## src/rtl/tdm_demux_pkg.sv

```systemverilog
// Shared types and constants for the 8-slot TDM receive demultiplexer.
package tdm_demux_pkg;
    localparam int NUM_SLOTS     = 8;
    localparam int ERR_CNT_W_DEF = 8;

    typedef logic [2:0] slot_t;

    typedef enum logic {
        HUNT   = 1'b0,
        LOCKED = 1'b1
    } state_t;

    localparam slot_t LAST_SLOT = slot_t'(NUM_SLOTS - 1);
endpackage

```

## src/rtl/tdm_demux_1to8_slot_counter.sv

```systemverilog
// Slot position counter: clear, load-to-1 on frame start, increment wrapping after slot 7.
module tdm_slot_counter
    import tdm_demux_pkg::*;
(
    input  logic  clk,
    input  logic  rst,
    input  logic  i_clr,
    input  logic  i_en,
    input  logic  i_load1,
    input  logic  i_inc,
    output slot_t o_cnt
);

    slot_t r_cnt;

    // Slot counter register; load1 wins over inc, everything holds when not enabled.
    always_ff @(posedge clk or posedge rst) begin
        if (rst) begin
            r_cnt <= 3'd0;
        end else if (i_clr) begin
            r_cnt <= 3'd0;
        end else if (i_en && i_load1) begin
            r_cnt <= 3'd1;
        end else if (i_en && i_inc) begin
            r_cnt <= (r_cnt == LAST_SLOT) ? 3'd0 : r_cnt + 3'd1;
        end else begin
            r_cnt <= r_cnt;
        end
    end

    assign o_cnt = r_cnt;

endmodule

```

## src/rtl/tdm_demux_1to8.sv

```systemverilog
// Serial-to-parallel TDM receiver: frame sync alignment, 8-bit channel reconstruction, sync error tracking.
// Optional TDM_SEL_OUT_EN exposes the slot counter as s0,s1,s2 for the upstream MUX select.
module tdm_demux_1to8
    import tdm_demux_pkg::*;
#(
    parameter int ERR_CNT_W = ERR_CNT_W_DEF
) (
    input  logic                 clk,
    input  logic                 rst,
    input  logic                 clr,
    input  logic                 din,
    input  logic                 din_en,
    input  logic                 sync,
    output logic                 a,
    output logic                 b,
    output logic                 c,
    output logic                 d,
    output logic                 e,
    output logic                 f,
    output logic                 g,
    output logic                 h,
    output logic                 frame_valid,
    output logic                 locked,
    output logic                 sync_err,
    output logic [ERR_CNT_W-1:0] err_cnt
`ifdef TDM_SEL_OUT_EN
    ,
    output logic                 s0,
    output logic                 s1,
    output logic                 s2
`endif
);

    state_t               r_state;
    state_t               w_state_nxt;
    slot_t                w_slot;
    logic                 w_load1;
    logic                 w_inc;
    logic                 w_frame_done;
    logic                 w_err;
    logic [7:0]           w_stage_nxt;
    logic [7:0]           r_stage;
    logic [7:0]           r_chan;
    logic                 r_frame_valid;
    logic                 r_locked;
    logic                 r_sync_err;
    logic [ERR_CNT_W-1:0] r_err_cnt;

    tdm_slot_counter u_slot_counter (
        .clk     (clk),
        .rst     (rst),
        .i_clr   (clr),
        .i_en    (din_en),
        .i_load1 (w_load1),
        .i_inc   (w_inc),
        .o_cnt   (w_slot)
    );

    // Next-state, staging update and event decode; only qualified slots advance anything.
    always_comb begin
        w_state_nxt  = r_state;
        w_load1      = 1'b0;
        w_inc        = 1'b0;
        w_frame_done = 1'b0;
        w_err        = 1'b0;
        w_stage_nxt  = r_stage;
        if (din_en) begin
            case (r_state)
                HUNT: begin
                    if (sync) begin
                        w_stage_nxt[0] = din;
                        w_load1        = 1'b1;
                        w_state_nxt    = LOCKED;
                    end else begin
                        w_state_nxt = HUNT;
                    end
                end
                LOCKED: begin
                    if (sync) begin
                        // A sync anywhere but slot 0 abandons the partial frame and restarts.
                        w_stage_nxt[0] = din;
                        w_load1        = 1'b1;
                        w_err          = (w_slot != 3'd0);
                    end else if (w_slot == 3'd0) begin
                        w_err       = 1'b1;
                        w_state_nxt = HUNT;
                    end else begin
                        w_stage_nxt[w_slot] = din;
                        w_inc               = 1'b1;
                        w_frame_done        = (w_slot == LAST_SLOT);
                    end
                end
                default: begin
                    w_state_nxt = HUNT;
                end
            endcase
        end else begin
            w_state_nxt = r_state;
        end
    end

    // FSM state register.
    always_ff @(posedge clk or posedge rst) begin
        if (rst) begin
            r_state <= HUNT;
        end else if (clr) begin
            r_state <= HUNT;
        end else begin
            r_state <= w_state_nxt;
        end
    end

    // Staging, channel outputs, status pulses and saturating error counter.
    always_ff @(posedge clk or posedge rst) begin
        if (rst) begin
            r_stage       <= 8'h00;
            r_chan        <= 8'h00;
            r_frame_valid <= 1'b0;
            r_locked      <= 1'b0;
            r_sync_err    <= 1'b0;
            r_err_cnt     <= {ERR_CNT_W{1'b0}};
        end else if (clr) begin
            r_stage       <= 8'h00;
            r_chan        <= 8'h00;
            r_frame_valid <= 1'b0;
            r_locked      <= 1'b0;
            r_sync_err    <= 1'b0;
            r_err_cnt     <= {ERR_CNT_W{1'b0}};
        end else begin
            r_stage       <= w_stage_nxt;
            r_frame_valid <= w_frame_done;
            r_locked      <= (w_state_nxt == LOCKED);
            r_sync_err    <= w_err;
            if (w_frame_done) begin
                r_chan <= w_stage_nxt;
            end else begin
                r_chan <= r_chan;
            end
            if (w_err && (r_err_cnt != {ERR_CNT_W{1'b1}})) begin
                r_err_cnt <= r_err_cnt + {{(ERR_CNT_W-1){1'b0}}, 1'b1};
            end else begin
                r_err_cnt <= r_err_cnt;
            end
        end
    end

    assign a           = r_chan[0];
    assign b           = r_chan[1];
    assign c           = r_chan[2];
    assign d           = r_chan[3];
    assign e           = r_chan[4];
    assign f           = r_chan[5];
    assign g           = r_chan[6];
    assign h           = r_chan[7];
    assign frame_valid = r_frame_valid;
    assign locked      = r_locked;
    assign sync_err    = r_sync_err;
    assign err_cnt     = r_err_cnt;

`ifdef TDM_SEL_OUT_EN
    assign {s0, s1, s2} = w_slot;
`endif

endmodule

```

## config.mk

```make
export PLATFORM = sky130hd
export DESIGN_NAME = tdm_demux_1to8
export DESIGN_NICKNAME = d
export VERILOG_FILES = /design/src/rtl/tdm_demux_pkg.sv /design/src/rtl/tdm_demux_1to8_slot_counter.sv /design/src/rtl/tdm_demux_1to8.sv
export SDC_FILE = /design/constraint.sdc
export NUM_CORES = 1
export LEC_CHECK = 0
export ABC_AREA = 1
export CAP_MARGIN = 20
export CORE_MARGIN = 2
export CORE_UTILIZATION = 40
export CTS_CLUSTER_DIAMETER = 50
export DETAILED_ROUTE_END_ITERATION = 7
export GPL_ROUTABILITY_DRIVEN = 0
export PLACE_DENSITY_LB_ADDON = 0.1
export SYNTH_ARGS = -nofsm -noshare
export SYNTH_HDL_FRONTEND = slang
export SYNTH_HIERARCHICAL = 1
export SYNTH_SLANG_ARGS = --single-unit
```

## constraint.sdc

```tcl
create_clock -name clk -period 3.5 [get_ports clk]
set_input_delay 0.7 -clock clk [delete_from_list [all_inputs] [get_ports clk]]
set_output_delay 0.7 -clock clk [all_outputs]
set_load 0.01 [all_outputs]
```

==> results of run 1 <==
layout by cell type, fill, tap and decap left out:
| cell | Yosys | layout |
|---|---|---|
| ha_1 | 5 | 5 |
| clkinv_1 | 2 | 2 |
| nand4_1 | 10 | 10 |
| clkinv_2 | 1 | 3 |
| nand2_1 | 70 | 70 |
| clkbuf_1 | 0 | 1 |
| clkbuf_8 | 0 | 5 |
| nor2_8 | 1 | 1 |
| inv_1 | 22 | 22 |
| o21ai_1 | 4 | 4 |
| nor2_1 | 20 | 20 |
| nor2_2 | 2 | 2 |
| xor2_1 | 2 | 2 |
| nor3_2 | 1 | 1 |
| nand3_1 | 15 | 15 |
| clkdlybuf4s50_1 | 0 | 24 |
| o21bai_1 | 1 | 1 |
| nor2_4 | 2 | 2 |
| buf_4 | 1 | 1 |
| a21oi_1 | 4 | 4 |
| inv_2 | 4 | 4 |
| and3_1 | 4 | 4 |
| dfrtp_1 | 29 | 29 |
| nand2_2 | 7 | 7 |
registers in the layout, summed over array words and instances (netlist names):
name,cells
r_stage,7
frame_valid,1
locked,1
r_chan,8
err_cnt,8
u_slot_counter/o_cnt,3
sync_err,1
worst reg2reg max path, cell delays in order, from the launching register on:
cell     delay, ns
dfrtp_1       0.43
inv_1         0.09
nand2_1       0.07
nor2_1        0.15
inv_1         0.07
ha_1          0.28
nand2_2       0.06
a21oi_1       0.36
nand3_1       0.12
o21ai_1       0.11
path summary, 6_finish.rpt:
check / start / end / slack [ns] / depth (start not counted)
max: sync / err_cnt[0] / 1.40 / 7
min: r_chan[5] / r_chan[5] / 0.48 / 2
max reg2reg: u_slot_counter/o_cnt[1] / err_cnt[0] / 1.68 / 9
min reg2reg: r_chan[5] / r_chan[5] / 0.48 / 2
max in group asynchronous: rst / r_chan[3] / 2.43 / 3
min in group asynchronous: rst / u_slot_counter/o_cnt[0] / 0.62 / 2
cell type report:
class	instances	area, um^2
clock buffers	6	72.6
repair buffers	25	248
multi-input cells	148	737
inverters	29	110
flip-flops and latches	29	726
well taps	48	60.1
fillers	402	1780
clock inverters	2	10.0
power groups by stage:
stage / sequential (uW) / clock, uW / combinational [uW]
floorplan: 352 / 0 / 36.3
global placement: 353 / 0 / 59.0
detailed placement: 353 / 0 / 59.7
CTS: 347 / 270 / 60.1
global route: 347 / 281 / 67.5
finish: 347 / 258 / 58.6
metrics by stage:
stage / worst slack (ns) / cell area [um^2] / total power (uW)
after floorplan: 1.95 / 1590 / 389
after global placement: 1.17 / 1880 / 412
after detailed placement: 1.13 / 1880 / 412
after CTS: 1.42 / 1960 / 676
after global routing: 1.31 / 1960 / 696
final: 1.40 / 1960 / 663
per-layer routing:
layer  up-vias  share of wire, %  global-route usage (%)
met3         4               4.3                    5.07
met5         -                 0                       0
met4         0               1.1                    6.12
met2        38                43                    28.1
li1        718                 -                       -
met1       623                52                    23.5
cell families after synthesis:
group	Yosys count	synth area share, %
xor+xnor	2	1.10
buf+inv	32	8.03
fa+ha+maj	5	3.93
compound gates	9	2.99
simple gates	132	38.3
flops	29	45.6
==> flow_summary.toml, run 1 <==
[critical_path]
crit_buf_inv = 2
critical_path.cell_chain = "clkdlybuf4s50_1 -> inv_1 -> ha_1 -> nand2_2 -> a21oi_1 -> nand3_1 -> o21ai_1"
cp-end-kind = "flip-flop"
cpPeakStageDelay_ns = 0.55
crit_slowest_cell = "clkdlybuf4s50_1"
required_ns = 3.70
critical_path.startpoint_type = "input pin"
path_max_fanout = 5
path_delay_family = "buffers and inverters"
cp.arrival_ns = 2.30
criticalPathCategory = "in2reg"

[cells_and_area]
syn_to_final_growth_pct = 23.4
final_nets = 249
drive_above_1_share_pct = 10.9
fin_cells = 287
final_util_pct = 52.4
antenna_cells = 0

[logic_synthesis]
ys_top_cells_by_count = "70 x nand2_1, 29 x dfrtp_1, 22 x inv_1"
syn-cell-area_um2 = 1590
synth-main-ff-cell = "dfrtp_1"
synth-seq-cells = 29
synth_edf_count = 0
synth_most_common_cell = "nand2_1"
syn_inst = 209
yosysSeqAreaShare_pct = 45.6
synth_top_area_share_pct = 45.6
synth_warnings = 6
yosysTopAreaCell = "dfrtp_1"
avgSynthCellArea_um2 = 7.61
synthArstFlopShare_pct = 100
synth_nets = 220
synthTopCellsByArea = "dfrtp_1 46%, nand2_1 17%, inv_1 5.2%, nand3_1 4.7%, nor2_1 4.7%"
synth_cell_types = 22

[floorplanning]
fp.dieW_um = 67.1
initial_core_util_pct = 42.5
die_h_um = 67.1
core-area_um2 = 3740
num_rows = 22
ios = 25
dieArea_um2 = 4500

[clock_tree]
cts_setup_buffers = 0
cts_buffers = 5
cts.sinks = 29
cts_resized = 0
clockBufferDepth = 2
clkSlewWorstSetupHoldPaths_ns = 0.07
clock_latency_ns = 0.28
htree_levels = 2
cts_tree = "yes"
hold_buffers = 0
root_buffer = "clkbuf_8"

[sta]
fin_skew_ns = 0.00785
finalCritPeriodShare_pct = 59.9
max_slew_margin_pct = 67.9
fin_crit_ns = 2.10
worst_slew_pin_slew_ns = 0.479
final-setup-viol-count = 0
fmax_ghz = 0.477
final_hold_viol_count = 0
maxSlewViolCount = 0
worst_hold_slack_ns = 0.476
rsz0062_at_grt = "false"
setup_tns_ns = 0

[pwr]
p_seq_share_pct = 52.3
power_density_nw_per_um2 = 338
netSwitchingPower_uw = 165
clkPwrFrac_pct = 38.9
p_leak_uw = 0.00102
switching_share_pct = 24.9
peakVddDrop_v = 0.000207
power_frac_comb_pct = 8.8
p_int_uw = 498

[detailed_routing]
wire_per_inst_um = 11.5
drt-vias-per-instance = 4.82
drc_errors = 0
antenna_left = 0
vias = 1383
firstDrtPassIters = 4
drt-initial-drc-count = 53
wirelength_um = 3300

[grt]
grt_pass1_vias = 1373
grt_pass1_wl_um = 5990
grtUsageTotal_pct = 17.9
grt_max_degree = 27
grt_overflow = 0
grt_antenna_before_repair = 0

[placed_design]
portBuffers = 24
hpwl_um = 2370
placed_cells = 279

[run]
drv_cap = 0

[hold_path]
worstHoldPathType = "reg2reg"

[status]
status = "finished, final reports clean"
Power figures use the tool's default switching activity.
==> run 2, diff against run 1 <==
==> constraint.sdc (replaced) <==
create_clock -name clk -period 2 [get_ports clk]
set_input_delay 0.4 -clock clk [delete_from_list [all_inputs] [get_ports clk]]
set_output_delay 0.4 -clock clk [all_outputs]
set_load 0.01 [all_outputs]
==> run 2 against run 1 <==
  * Critical path depth rose by 5
  * Highest routed layer unchanged
  * Non-clock buffer count rose by 4
  * Clock-buffer cell count rose by 1
  * Cell count rose by 1.4%
  * Critical path type is now reg2reg
  * Final area rose by 3.3%
  * First-iteration DRC count rose by 40%
  * Register-to-register slack got worse by 1.4 ns
  * Clock skew rose by 0.0030 ns
==> flow_summary.toml, run 2 (synthesis results as in run 1) <==
[cells_and_area]
layout_common_cells = "70 x nand2_1, 29 x dfrtp_1, 24 x clkdlybuf4s50_1, 22 x inv_1, 20 x nor2_1"
final_util_pct = 54.1
antenna_cells = 0
drive_above_1_share_pct = 12.3
syn_to_final_growth_pct = 27.5
fin_area_um2 = 2030
layout_commonest_cell = "nand2_1"
fin_cells = 291
final_nets = 253

[floorplanning]
core-area_um2 = 3740
fp.dieW_um = 67.1
die_h_um = 67.1
num_rows = 22
initial_core_util_pct = 42.5
dieArea_um2 = 4500
ios = 25

[sta]
setup_tns_ns = 0
rsz0062_at_grt = "false"
fmax_ghz = 0.577
finalCritPeriodShare_pct = 86.7
worst_hold_slack_ns = 0.314
worst_slew_pin_slew_ns = 0.338
final_hold_viol_count = 0
fin_skew_ns = 0.0108
fin_crit_ns = 1.73
max_slew_margin_pct = 77.5
maxSlewViolCount = 0
final-setup-viol-count = 0

[detailed_routing]
vias = 1361
antenna_left = 0
wirelength_um = 3350
drt-vias-per-instance = 4.68
wire_per_inst_um = 11.5
drt-initial-drc-count = 74
drc_errors = 0
firstDrtPassIters = 4

[critical_path]
critical_path.startpoint_type = "flip-flop"
criticalPathCategory = "reg2reg"
cp.arrival_ns = 1.96
path_max_fanout = 6
required_ns = 2.23
cp-end-kind = "flip-flop"

[clock_tree]
hold_buffers = 0
cts_resized = 0
cts.sinks = 29
clkSlewWorstSetupHoldPaths_ns = 0.07
clockBufferDepth = 2
cts_setup_buffers = 0
htree_levels = 2
cts_buffers = 5
cts_tree = "yes"
root_buffer = "clkbuf_8"
clock_latency_ns = 0.29

[status]
status = "finished, final reports clean"

[grt]
grt_pass1_vias = 1285
grtUsageTotal_pct = 17.5
grt_overflow = 0
grt_max_degree = 27
grt_antenna_before_repair = 0
grt_pass1_wl_um = 5700

[pwr]
power_density_nw_per_um2 = 662
p_leak_uw = 0.00105
peakVddDrop_v = 0.000560

[hold_path]
worstHoldPathType = "in2async"

[placed_design]
portBuffers = 24
placed_cells = 283
hpwl_um = 2370
dpl_cell_area_um2 = 1910

[run]
drv_cap = 0
-- run 2: cell count changes in the layout (fill, tap and decap cells not counted) --
cell / previous run / this run
bufinv_16: 0 / 1
clkinv_2: 3 / 1
buf_4: 1 / 5
clkbuf_8: 5 / 6
-- run 2: where the power goes --
group / leakage [uW] / internal (uW) / switching [uW] / total (uW)
registers: 0.000402 / 595 / 11.2 / 607
logic: 0.000592 / 40.5 / 67.6 / 108
clock network: 0.0000585 / 405 / 221 / 626
-- run 2: stage by stage --
stage                     power [uW]  setup WS (ns)
after floorplan                  680          0.497
after global placement           725         0.0898
after detailed placement         727         0.0792
after CTS                       1370          0.262
after global routing            1400          0.117
final                           1340          0.266
-- run 2: layout make-up --
cell class	count	area, um^2
clock buffer	7	86.3
tap	48	60.1
multi-input combinational	148	737
sequential	29	726
inverter	29	110
fill	368	1720
clock inverter	1	30.0
timing repair buffer	29	278
-- run 2: worst paths after layout --
| kind | depth (start not counted) | from | endpoint | slack, ns |
|---|---|---|---|---|
| worst max-delay path | 12 | u_slot_counter/o_cnt[2] | err_cnt[4] | 0.27 |
| worst min-delay path | 2 | rst | u_slot_counter/o_cnt[1] | 0.31 |
| worst max register to register | 12 | u_slot_counter/o_cnt[2] | err_cnt[4] | 0.27 |
| worst min register to register | 2 | r_chan[4] | r_chan[4] | 0.48 |
| max in group asynchronous | 3 | rst | r_stage[4] | 1.24 |
| min in group clk | 2 | r_chan[4] | r_chan[4] | 0.48 |
-- run 2: per-layer routing --
metal / track usage [%] / wire [um]
met1: 23.8 / 1760
met2: 25.1 / 1400
met3: 3.55 / 107
met4: 10.7 / 84
met5: 0 / 0
-- run 2: worst max-delay path, cell delays in order (launching register included) --
cell	delay, ns
dfrtp_1	0.43
inv_1	0.10
nand2_1	0.08
nor2_1	0.15
inv_1	0.06
ha_1	0.29
nand2_2	0.09
clkinv_1	0.10
nand2_2	0.08
nand2_2	0.07
clkinv_2	0.11
nand2_1	0.06
nand2_1	0.06
==> run 3, diff against run 2 <==
--- a/config.mk
+++ b/config.mk
@@ -7,11 +7,11 @@
 export LEC_CHECK = 0
 export ABC_AREA = 1
 export CAP_MARGIN = 20
+export CORE_ASPECT_RATIO = 0.5
 export CORE_MARGIN = 2
 export CORE_UTILIZATION = 40
 export CTS_CLUSTER_DIAMETER = 50
 export DETAILED_ROUTE_END_ITERATION = 7
-export GPL_ROUTABILITY_DRIVEN = 0
 export PLACE_DENSITY_LB_ADDON = 0.1
 export SYNTH_ARGS = -nofsm -noshare
 export SYNTH_HDL_FRONTEND = slang
==> run 3 against run 2 <==
  * Non-clock buffer count grew 2
  * Fmax decreased by 2.2%
  * Combinational power rose by 8%
  * Largest cell class unchanged
  * Critical path depth unchanged
  * Die area grew 0.67%
  * Setup slack got worse by 0.040 ns
==> flow_summary.toml, run 3 (synthesis results as in run 1) <==
[status]
status = "finished, final reports clean"

[critical_path]
r2r_cells = 12
crit_buf_inv = 4
path_depth = 12
cpPeakStageDelay_ns = 0.44
path_max_fanout = 6
path_delay_family = "simple AND/OR/NAND/NOR gates"
cp.arrival_ns = 1.98
criticalPathCategory = "reg2reg"
required_ns = 2.21
startpoint = "u_slot_counter/o_cnt[2]"
critical_path.cell_chain = "inv_1 -> nand2_1 -> nor2_1 -> inv_1 -> ha_1 -> nand2_2 -> clkinv_1 -> nand2_2 -> nand2_2 -> clkinv_2 -> nand2_1 -> nand2_1"
critical_path.startpoint_type = "flip-flop"
timing.rr.start = "u_slot_counter/o_cnt[2]"
rr_endpoint = "err_cnt[6]"
cp-end-kind = "flip-flop"
crit_slowest_cell = "dfrtp_1"
endpoint = "err_cnt[6]"
r2r_setup_slack_ns = 0.23

[grt]
grt.met1_usage_pct = 23.0
grt_pass1_wl_um = 6060
grt_max_degree = 27
grt_pass1_vias = 1384
use_met2_pct = 27.2
grt_antenna_before_repair = 0
grt_overflow = 0
busiest_layer = "met2"
met3_usage_pct = 5.76
grtUsageTotal_pct = 17.4

[sta]
setup_ws_ns = 0.226
setup_tns_ns = 0
rsz0062_at_grt = "false"
fin_skew_ns = 0.00219
final_hold_viol_count = 0
maxSlewViolCount = 0
fmax_ghz = 0.564
max_slew_margin_pct = 77.9
finalCritPeriodShare_pct = 88.7
worst_slew_pin_slew_ns = 0.332
fin_crit_ns = 1.77
final-setup-viol-count = 0

[clock_tree]
cts_buffers = 5
htree_levels = 2
cts.sinks = 29
root_buffer = "clkbuf_8"
clkSlewWorstSetupHoldPaths_ns = 0.06
cts_tree = "yes"
clock_latency_ns = 0.27
clockBufferDepth = 2

[pwr]
peakVddDrop_v = 0.000246
p_total_uw = 1170
p_leak_uw = 0.00104
power_density_nw_per_um2 = 579

[detailed_routing]
vias = 1394
drt-vias-per-instance = 4.66
wire_per_inst_um = 11.1
drt-initial-drc-count = 65
wirelength_um = 3320
drc_errors = 0
firstDrtPassIters = 4
antenna_left = 0

[floorplanning]
initial_core_util_pct = 41.2
core-area_um2 = 3860
fp.dieW_um = 93.2
ios = 25
die_h_um = 48.6
dieArea_um2 = 4530
num_rows = 16

[placed_design]
portBuffers = 24
hpwl_um = 2420
pre_cts_ws_ns = 0.0356
place.gp.congestion = 0.784

[cells_and_area]
layout_commonest_cell = "nand2_1"
n_fill_cell = 385
final_nets = 255
register_area_um2 = 726
drive_above_1_share_pct = 12.7
antenna_cells = 0
layout_common_cells = "70 x nand2_1, 29 x dfrtp_1, 24 x clkdlybuf4s50_1, 22 x inv_1, 20 x nor2_1"
syn_to_final_growth_pct = 26.8
multi_input_area_um2 = 741

[hold_path]
worstHoldPathType = "in2async"

[run]
drv_cap = 0
-- run 3: worst min-delay path by stage --
stage / start / endpoint / slack, ns / depth (start not counted)
after detailed placement: r_chan[1] / r_chan[1] / 0.47 / 2
after floorplan: rst / u_slot_counter/o_cnt[0] / 0.15 / 1
after CTS: rst / u_slot_counter/o_cnt[0] / 0.31 / 2
after global placement: r_chan[4] / r_chan[4] / 0.46 / 2
after global routing: rst / u_slot_counter/o_cnt[0] / 0.34 / 2
final: rst / u_slot_counter/o_cnt[0] / 0.32 / 2
-- run 3: area by class of cell --
| cell class | instances | share of cell area (%) |
|---|---|---|
| sequential | 29 | 36.0 |
| tap | 54 | 3.35 |
| timing repair buffer | 31 | 14.5 |
| multi-input combinational | 148 | 36.7 |
| inverter | 29 | 5.46 |
| clock buffer | 8 | 3.97 |
-- run 3: per-stage QoR --
stage          cells  util, %  hold WS [ns]  cell area [um^2]
6_report         299     52.2         0.316              2020
5_1_grt          299     52.2         0.343              2020
4_1_cts          299     52.1         0.312              2010
3_5_place_dp     291     50.0         0.465              1930
3_3_place_gp     291     50.0         0.463              1930
2_1_floorplan    209        -         0.154              1590
-- run 3: what timing repair did --
item / CTS / global route
hold buffers: 0 / 0
gates resized for setup: 0 / 1
setup buffers: 0 / 0
endpoints found under the setup margin: 0 / 5
-- run 3: where the power goes --
part	switching [uW]	internal [uW]	total, uW
registers	6.00	596	602
clock network	202	246	449
logic	73.8	43.3	117
total	282	885	1170
-- run 3: routing by layer --
layer / vias up / part of all wire (%) / wire, um
met1: 645 / 50 / 1670
li1: 723 / - / -
met3: 6 / 3.2 / 106
met5: - / 0 / 0
met2: 20 / 45 / 1490
met4: 0 / 1.4 / 46
